File: config.mk
export PLATFORM = sky130hd
export DESIGN_NAME = uart_rx_flat
export DESIGN_NICKNAME = d
export VERILOG_FILES = /design/src/rtl/uart_pkg.sv /design/src/rtl/uart_rx_if.sv /design/src/rtl/uart_rx_sync_2ff.sv /design/src/rtl/uart_rx.sv /design/src/flat_wrapper.sv
export SDC_FILE = /design/constraint.sdc
export NUM_CORES = 1
export LEC_CHECK = 0
export CAP_MARGIN = 20
export CORE_MARGIN = 3
export CORE_UTILIZATION = 58
export DETAILED_ROUTE_END_ITERATION = 8
export PLACE_DENSITY = 0.82
export SYNTH_ARGS = -nofsm -noshare
export SYNTH_HDL_FRONTEND = slang
export SYNTH_HIERARCHICAL = 1
export SYNTH_SLANG_ARGS = --single-unit
File: constraint.sdc
create_clock -name clk -period 2.5 [get_ports clk]
set_input_delay 0.5 -clock clk [delete_from_list [all_inputs] [get_ports clk]]
set_output_delay 0.5 -clock clk [all_outputs]
set_load 0.03 [all_outputs]
File: src/rtl/uart_pkg.sv
// ---------------------------------------------------------------------------
// uart_pkg
// Shared UART definitions used by uart_rx (and by its peer uart_tx).
//   DATA_BITS       : payload width of one serial frame
//   uart_rx_state_t : receiver FSM states; PARITY only reachable when the
//                     receiver is built with UART_RX_PARITY_EN defined
//   even_parity()   : parity bit value that makes the total count of ones
//                     (data + parity) even
// No ports (package).
// ---------------------------------------------------------------------------
package uart_pkg;

  localparam int DATA_BITS = 8;

  typedef enum logic [2:0] {
    IDLE,
    START,
    DATA,
    PARITY,
    STOP,
    BREAK
  } uart_rx_state_t;

  function automatic logic even_parity(input logic [7:0] d);
    return ^d;
  endfunction

endpackage

File: src/rtl/uart_rx_if.sv
// ---------------------------------------------------------------------------
// uart_rx_if
// Bundles the serial input and the received-byte outputs of uart_rx.
//   rx         : serial line, idle high (driven by the line / transmitter)
//   data       : last good byte
//   valid      : one-cycle strobe, byte completed with a good stop bit
//   frame_err  : one-cycle strobe, stop bit sampled low
//   busy       : receiver is inside a frame
//   parity_err : one-cycle strobe, parity mismatch (parity builds only)
// Modports:
//   master : line/consumer side (drives rx, observes results)
//   slave  : receiver side (uart_rx)
// ---------------------------------------------------------------------------
interface uart_rx_if;
  import uart_pkg::*;

  logic                 rx;
  logic [DATA_BITS-1:0] data;
  logic                 valid;
  logic                 frame_err;
  logic                 busy;
  logic                 parity_err;

  modport master (
    output rx,
    input  data,
    input  valid,
    input  frame_err,
    input  busy,
    input  parity_err
  );

  modport slave (
    input  rx,
    output data,
    output valid,
    output frame_err,
    output busy,
    output parity_err
  );

endinterface

File: src/rtl/uart_rx_sync_2ff.sv
// ---------------------------------------------------------------------------
// sync_2ff
// Two-flop synchroniser for a single asynchronous input bit.
// Parameters:
//   RESET_VAL : value both flops take while in reset
// Ports:
//   clk   : destination clock
//   rst_n : asynchronous active-low reset
//   d     : asynchronous input
//   q     : synchronised output (2 cycles of latency)
// ---------------------------------------------------------------------------
module sync_2ff #(
  parameter logic RESET_VAL = 1'b0
) (
  input  logic clk,
  input  logic rst_n,
  input  logic d,
  output logic q
);

  logic meta_reg;
  logic sync_reg;

  always_ff @(posedge clk or negedge rst_n) begin
    if (!rst_n) begin
      meta_reg <= RESET_VAL;
      sync_reg <= RESET_VAL;
    end else begin
      meta_reg <= d;
      sync_reg <= meta_reg;
    end
  end

  assign q = sync_reg;

endmodule

File: src/rtl/uart_rx.sv
// ---------------------------------------------------------------------------
// uart_rx
// 8N1 UART receiver. The asynchronous rx line is synchronised, the start
// edge is qualified at mid start-bit, every following bit is sampled at
// mid-bit, and a completed byte is presented with a one-cycle valid strobe.
// A low stop bit raises frame_err once and the receiver then waits for the
// line to return high before accepting a new start edge.
//
// Build option: define UART_RX_PARITY_EN to receive an even-parity bit
// between bit 7 and the stop bit (8E1). A mismatch pulses parity_err instead
// of valid; data is still updated. Without the macro parity_err is 0.
//
// Parameters:
//   CLOCKS_PER_BIT : clk cycles per serial bit, must be >= 4
// Ports:
//   clk   : system clock
//   rst_n : asynchronous active-low reset
//   bus   : uart_rx_if.slave (rx in; data/valid/frame_err/busy/parity_err out)
// ---------------------------------------------------------------------------
module uart_rx
  import uart_pkg::*;
#(
  parameter int CLOCKS_PER_BIT = 10
) (
  input  logic      clk,
  input  logic      rst_n,
  uart_rx_if.slave  bus
);

  if (CLOCKS_PER_BIT < 4) begin : g_bad_cfg
    $error("uart_rx: CLOCKS_PER_BIT must be >= 4");
  end

  localparam int CW   = $clog2(CLOCKS_PER_BIT);
  localparam int IW   = $clog2(DATA_BITS);
  localparam int HALF = CLOCKS_PER_BIT / 2;

  localparam logic [CW-1:0] HALF_LAST = CW'(HALF - 1);
  localparam logic [CW-1:0] BIT_LAST  = CW'(CLOCKS_PER_BIT - 1);
  localparam logic [IW-1:0] IDX_LAST  = IW'(DATA_BITS - 1);

  logic rx_s;

  uart_rx_state_t       state_reg,     state_next;
  logic [CW-1:0]        cnt_reg,       cnt_next;
  logic [IW-1:0]        bit_idx_reg,   bit_idx_next;
  logic [DATA_BITS-1:0] shift_reg,     shift_next;
  logic [DATA_BITS-1:0] data_reg,      data_next;
  logic                 valid_reg,     valid_next;
  logic                 frame_err_reg, frame_err_next;
`ifdef UART_RX_PARITY_EN
  logic                 par_bit_reg,    par_bit_next;
  logic                 parity_err_reg, parity_err_next;
`endif

  logic half_done;
  logic bit_done;

  // All FSM decisions use the synchronised copy of rx only.
  sync_2ff #(
    .RESET_VAL (1'b1)
  ) u_sync (
    .clk   (clk),
    .rst_n (rst_n),
    .d     (bus.rx),
    .q     (rx_s)
  );

  assign half_done = (cnt_reg == HALF_LAST);
  assign bit_done  = (cnt_reg == BIT_LAST);

  // -------------------------------------------------------------------------
  // State register
  // -------------------------------------------------------------------------
  always_ff @(posedge clk or negedge rst_n) begin
    if (!rst_n) begin
      state_reg <= IDLE;
    end else begin
      state_reg <= state_next;
    end
  end

  // -------------------------------------------------------------------------
  // Next-state logic
  // -------------------------------------------------------------------------
  always_comb begin
    state_next = state_reg;
    case (state_reg)
      IDLE: begin
        if (!rx_s) state_next = START;
      end
      START: begin
        // High at mid start-bit means the falling edge was a glitch.
        if (half_done) state_next = rx_s ? IDLE : DATA;
      end
      DATA: begin
        if (bit_done && (bit_idx_reg == IDX_LAST)) begin
`ifdef UART_RX_PARITY_EN
          state_next = PARITY;
`else
          state_next = STOP;
`endif
        end
      end
      PARITY: begin
        if (bit_done) state_next = STOP;
      end
      STOP: begin
        // Returning to IDLE at mid-stop lets a back-to-back start edge in.
        if (bit_done) state_next = rx_s ? IDLE : BREAK;
      end
      BREAK: begin
        if (rx_s) state_next = IDLE;
      end
      default: state_next = IDLE;
    endcase
  end

  // -------------------------------------------------------------------------
  // Output and datapath next values
  // -------------------------------------------------------------------------
  always_comb begin
    cnt_next       = cnt_reg + CW'(1);
    bit_idx_next   = bit_idx_reg;
    shift_next     = shift_reg;
    data_next      = data_reg;
    valid_next     = 1'b0;
    frame_err_next = 1'b0;
`ifdef UART_RX_PARITY_EN
    par_bit_next    = par_bit_reg;
    parity_err_next = 1'b0;
`endif

    case (state_reg)
      IDLE: begin
        cnt_next     = '0;
        bit_idx_next = '0;
      end
      START: begin
        if (half_done) begin
          cnt_next     = '0;
          bit_idx_next = '0;
        end
      end
      DATA: begin
        if (bit_done) begin
          cnt_next     = '0;
          shift_next   = {rx_s, shift_reg[DATA_BITS-1:1]};  // LSB first
          bit_idx_next = bit_idx_reg + IW'(1);
        end
      end
      PARITY: begin
        if (bit_done) begin
          cnt_next = '0;
`ifdef UART_RX_PARITY_EN
          par_bit_next = rx_s;
`endif
        end
      end
      STOP: begin
        if (bit_done) begin
          cnt_next = '0;
          if (rx_s) begin
            data_next = shift_reg;
`ifdef UART_RX_PARITY_EN
            if (even_parity(shift_reg) == par_bit_reg) begin
              valid_next = 1'b1;
            end else begin
              parity_err_next = 1'b1;
            end
`else
            valid_next = 1'b1;
`endif
          end else begin
            frame_err_next = 1'b1;
          end
        end
      end
      BREAK: begin
        cnt_next = '0;
      end
      default: begin
        cnt_next = '0;
      end
    endcase
  end

  // -------------------------------------------------------------------------
  // Datapath registers
  // -------------------------------------------------------------------------
  always_ff @(posedge clk or negedge rst_n) begin
    if (!rst_n) begin
      cnt_reg       <= '0;
      bit_idx_reg   <= '0;
      shift_reg     <= '0;
      data_reg      <= '0;
      valid_reg     <= 1'b0;
      frame_err_reg <= 1'b0;
`ifdef UART_RX_PARITY_EN
      par_bit_reg    <= 1'b0;
      parity_err_reg <= 1'b0;
`endif
    end else begin
      cnt_reg       <= cnt_next;
      bit_idx_reg   <= bit_idx_next;
      shift_reg     <= shift_next;
      data_reg      <= data_next;
      valid_reg     <= valid_next;
      frame_err_reg <= frame_err_next;
`ifdef UART_RX_PARITY_EN
      par_bit_reg    <= par_bit_next;
      parity_err_reg <= parity_err_next;
`endif
    end
  end

  // valid is registered from the STOP sample, the same edge that returns the
  // FSM to IDLE, so busy falls in exactly the cycle valid is high.
  assign bus.data      = data_reg;
  assign bus.valid     = valid_reg;
  assign bus.frame_err = frame_err_reg;
  assign bus.busy      = (state_reg != IDLE);
`ifdef UART_RX_PARITY_EN
  assign bus.parity_err = parity_err_reg;
`else
  assign bus.parity_err = 1'b0;
`endif

endmodule

File: src/flat_wrapper.sv
// flat-port wrapper written by rule: the top's interface ports become plain ports
module uart_rx_flat import uart_pkg::*;
#(
  parameter int CLOCKS_PER_BIT = 10
)
  (clk, rst_n, bus_rx, bus_data, bus_valid, bus_frame_err, bus_busy, bus_parity_err);
  uart_rx_if bus_i ();
  input  logic clk;
  input  logic rst_n;
  input wire logic [$bits(bus_i.rx)-1:0] bus_rx;
  output wire logic [$bits(bus_i.data)-1:0] bus_data;
  output wire logic [$bits(bus_i.valid)-1:0] bus_valid;
  output wire logic [$bits(bus_i.frame_err)-1:0] bus_frame_err;
  output wire logic [$bits(bus_i.busy)-1:0] bus_busy;
  output wire logic [$bits(bus_i.parity_err)-1:0] bus_parity_err;
  assign bus_i.rx = bus_rx;
  assign bus_data = bus_i.data;
  assign bus_valid = bus_i.valid;
  assign bus_frame_err = bus_i.frame_err;
  assign bus_busy = bus_i.busy;
  assign bus_parity_err = bus_i.parity_err;
  uart_rx #(.CLOCKS_PER_BIT(CLOCKS_PER_BIT)) u_core (.clk(clk), .rst_n(rst_n), .bus(bus_i));
endmodule
==> results <==
- The flow ran to the end, and the final reports show no timing, DRC or antenna violations.
- The startpoint identified for the worst hold timing path is u_core/u_sync/meta_reg$_DFF_PN1_.
- Internal power comes to 769 µW.
- The detail route stage leaves a number of antenna-violating nets equal to 0.
- The tree is rooted in a sky130_fd_sc_hd__clkbuf_4.
- The source-to-sink clock delay at the later pin of the worst-skew pair is 0.32 ns.
- Entering global routing, the biggest net connects 31 pins.
- The placed instances occupy a cell area of 0.00146 mm².
- In this run switching power makes up 33.5% of total power.
- The switching power is 387 µW.
- The initial cell density of the core is 64.3%.
- The floorplan die area is 0.00287 mm².
- The number of antenna violations at the first check in global routing came to 0.
- The number of maximum-capacitance violations is 0.
- TritonCTS created 5 clock buffers.
- The region available for standard cell placement spans 0.00204 mm².
- Once detailed placement completed, the half-perimeter wirelength came to 1420 µm.
- The cell count after synthesis came out at 102.
- The CTS tree is done.
- The combinational share of power is 25.3%.
- Sequential elements use 57.3% of the synthesized area.
- For this design the top-level I/O count stands at 15.
- The via count of the first global-routing pass is 793.
- After clock tree synthesis, the repair step resized 0 gates.
- The floorplan die width is 53.6 µm.
- STA puts the critical path data required time at 2.00 ns.
- On the final layout, the worst clock skew is 0.00574 ns.
- The origin of the critical flop-to-flop path is u_core/cnt_reg[1]$_DFF_PN0_.
- In the final layout, the share of cells above drive strength 1 is 27.5%.
- The worst-case IR drop observed on VDD is 0.557 mV.
- The number of hold-repair buffers added at the cts stage is 0.
- The sink of the worst hold path is u_core/u_sync/q$_DFF_PN1_.
- The worst path meets setup with 0.173 ns of slack.
- In this run the number of H-tree levels came out at 2.
- The routed layout has 777 vias.
- Counting distinct cell types in the post-synthesis netlist gives 31.
- The time the worst path needs with I/O delays and setup is 2.33 ns.
- In this run, flip-flops and latches consume 49.3% of the power.
- The overall track demand over capacity in global routing is 17.7%.
- The growth of design area from synthesis to finish is 15.7%.
- The detailed router finished its first iteration with 9 violations.
- In this run the worst hold path is classified as flip-flop to flip-flop.
- The chip height is 53.6 µm.
- Counting flops and latches in the post-synthesis netlist gives 30.
- For this block, the routed nets add up to 2040 µm of wire.
- The gate family responsible for the most delay along the worst path is buffers and inverters.
- The count of final max-slew check failures came to 0.
- The pre-antenna-repair detailed-routing pass consisted of 4 iterations.
- The achievable clock frequency is 0.430 GHz.
- The number of buffers and inverters on the critical path is 1.
- For this run, the number of Yosys warnings is 6.
- Across all register-to-register paths, the minimum setup slack is 0.73 ns.
- In this run the power density over the cells is 761 mW/mm².
- The delay of the slowest cell on the worst path is 0.61 ns.
- Setup violations remaining at the end of the flow were counted as 0.
- The critical path goes through or3_1, clkdlybuf4s50_1.
- The setup slack at placement is 0.515 ns.
- The post-layout total power is 1.16 mW.
- The number of cells on the worst reg-to-reg path is 6.
- The final weighted congestion in routability-driven placement is 0.914.
- STA classifies the critical path startpoint as a flip-flop.
- The longest clock path from root to sink contains 2 buffers.
- The number of sinks driven by the clock tree is 30.
- The post-CTS repair timing setup buffer count is 0.
- The leakage power of the design is 0.744 nW.
- Dividing the synthesized area by the synthesized cell count gives 12.9 µm².
- The first-pass GRT wire length is 3460 µm.
- The critical path is of the flip-flop to output port type.
- For this run, the share of the core covered by cells in the final layout is 74.4%.
- Buffers placed on the I/O ports in this run total 13.
- After clock tree synthesis, the clock-pin slew on the worst setup and hold paths is 0.09 ns.
- Setup repair after global routing left no endpoint under its margin.
- The net count after synthesis is 110.
- Counting instances, the worst hold path has a depth of 0.
- The wire length per cell after detailed routing is 13.8 µm.
- In the routed design, unresolved DRC markers number 0.
- The count of endpoints failing hold in the final timing report is 0.
- The finished cells cover 0.00152 mm².
- The worst setup path is captured at an output port.
- Setup total negative slack on the finished layout was measured at 0 ns.
- The largest driver fanout on the critical path is 10.
- The initialized floorplan defines 16 standard-cell rows.
- Summing every instance area after synthesis gives 0.00131 mm².
- The fraction of power consumed by the clock network is 25.4%.
- The final critical path takes up 93.1% of the cycle.
- The vias per cell is 5.29.
- The number of antenna diodes is 0.
- Global routing finished with a remaining overflow of 0.
- The library cell contributing the largest single delay on the critical path is sky130_fd_sc_hd__clkdlybuf4s50_1.
- The final layout contains 127 nets.
- In this run the critical register-to-register path is captured at u_core/bit_idx_reg[1]$_DFFE_PN0P_.
- The arrival time of the worst setup path is 1.83 ns.
cell families (layout without fill, tap and decap cells):
logic type	Yosys count	count (layout)	share of synthesized area [%]
AND/OR/NAND/NOR	23	23	10.1
other	1	1	0.285
flip-flops	30	30	57.3
XOR/XNOR	2	2	1.33
AO/OA/AOI/OAI	11	11	6.29
multiplexers	19	19	16.0
adder cells (fa/ha/maj)	5	5	4.76
buffers and inverters	11	29	3.90
stage by stage:
| step | hold WS (ns) | instances |
|---|---|---|
| 2_1_floorplan | 0.204 | 102 |
| 3_3_place_gp | 0.347 | 139 |
| 3_5_place_dp | 0.347 | 139 |
| 4_1_cts | 0.359 | 147 |
| 5_1_grt | 0.368 | 147 |
| 6_report | 0.360 | 147 |
synthesized netlist by cell type (all sizes together):
cell	count	share of area, %
nor3	2	1.1
or3b	1	0.67
or3	1	0.48
nand2b	2	0.95
xnor2	2	1.3
a21oi	1	0.67
nor3b	1	0.57
ha	5	4.8
mux2i	3	2.3
conb	1	0.29
dfstp	2	4.0
mux2	16	14
nand3	1	0.38
buf	4	1.9
a311oi	1	1.1
a21o	1	0.57
and3b	1	0.67
dfrtp	28	53
nand2	6	1.9
nand4	1	0.95
nor2b	1	0.48
nor2	6	1.9
inv	7	2.0
o21ai	6	2.3
a211oi	1	0.95
o41ai	1	0.67
power by group through the flow:
stage          logic [mW]  clock network, mW  registers (mW)
4_1_cts             0.296              0.302           0.569
2_1_floorplan       0.261                  0           0.544
3_5_place_dp        0.294                  0           0.580
6_report            0.292              0.293           0.570
5_1_grt             0.328              0.321           0.579
3_3_place_gp        0.286                  0           0.575
cells in the final DEF (no fill, tap or decap), types with 2 or more instances in the layout:
cell type                         netlist  layout
sky130_fd_sc_hd__clkbuf_4               0       5
sky130_fd_sc_hd__clkdlybuf4s50_1        0      13
sky130_fd_sc_hd__dfrtp_1               28      28
sky130_fd_sc_hd__dfstp_2                2       2
sky130_fd_sc_hd__ha_1                   5       5
sky130_fd_sc_hd__inv_1                  7       7
sky130_fd_sc_hd__mux2_2                16      16
sky130_fd_sc_hd__mux2i_1                3       3
sky130_fd_sc_hd__nand2_1                5       5
sky130_fd_sc_hd__nand2b_1               2       2
sky130_fd_sc_hd__nor2_1                 5       5
sky130_fd_sc_hd__o21ai_0                5       5
sky130_fd_sc_hd__xnor2_1                2       2
cell type report:
class | instances | area, µm²
fill | 158 | 522
clock inverter | 1 | 5.00
clock buffer | 7 | 55.1
multi-input combinational | 61 | 509
tap | 27 | 33.8
inverter | 7 | 26.3
sequential | 30 | 753
timing repair buffer | 14 | 138
worst max path at each step:
| stage | from | end | slack, ns | cells past startpoint |
|---|---|---|---|---|
| floorplan | u_core/cnt_reg[0]$_DFF_PN0_ | u_core/bus.data[0]$_DFFE_PN0P_ | 0.96 | 5 |
| global placement | u_core/state_reg[1]$_DFFE_PN0P_ | bus_busy | 0.53 | 2 |
| detailed placement | u_core/state_reg[1]$_DFFE_PN0P_ | bus_busy | 0.51 | 2 |
| CTS | u_core/state_reg[1]$_DFFE_PN0P_ | bus_busy | 0.16 | 2 |
| global route | u_core/state_reg[1]$_DFFE_PN0P_ | bus_busy | 0.09 | 2 |
| finish | u_core/state_reg[1]$_DFFE_PN0P_ | bus_busy | 0.17 | 2 |
layer usage:
metal  part of all wire (%)  vias to the layer above  track usage (%)
li1                       -                      380                -
met1                     48                      378             23.6
met2                     47                       14             25.1
met3                    3.5                        5             5.82
met4                    1.7                        0             10.2
met5                      0                        -                0
(Power assumes the default switching activity.)
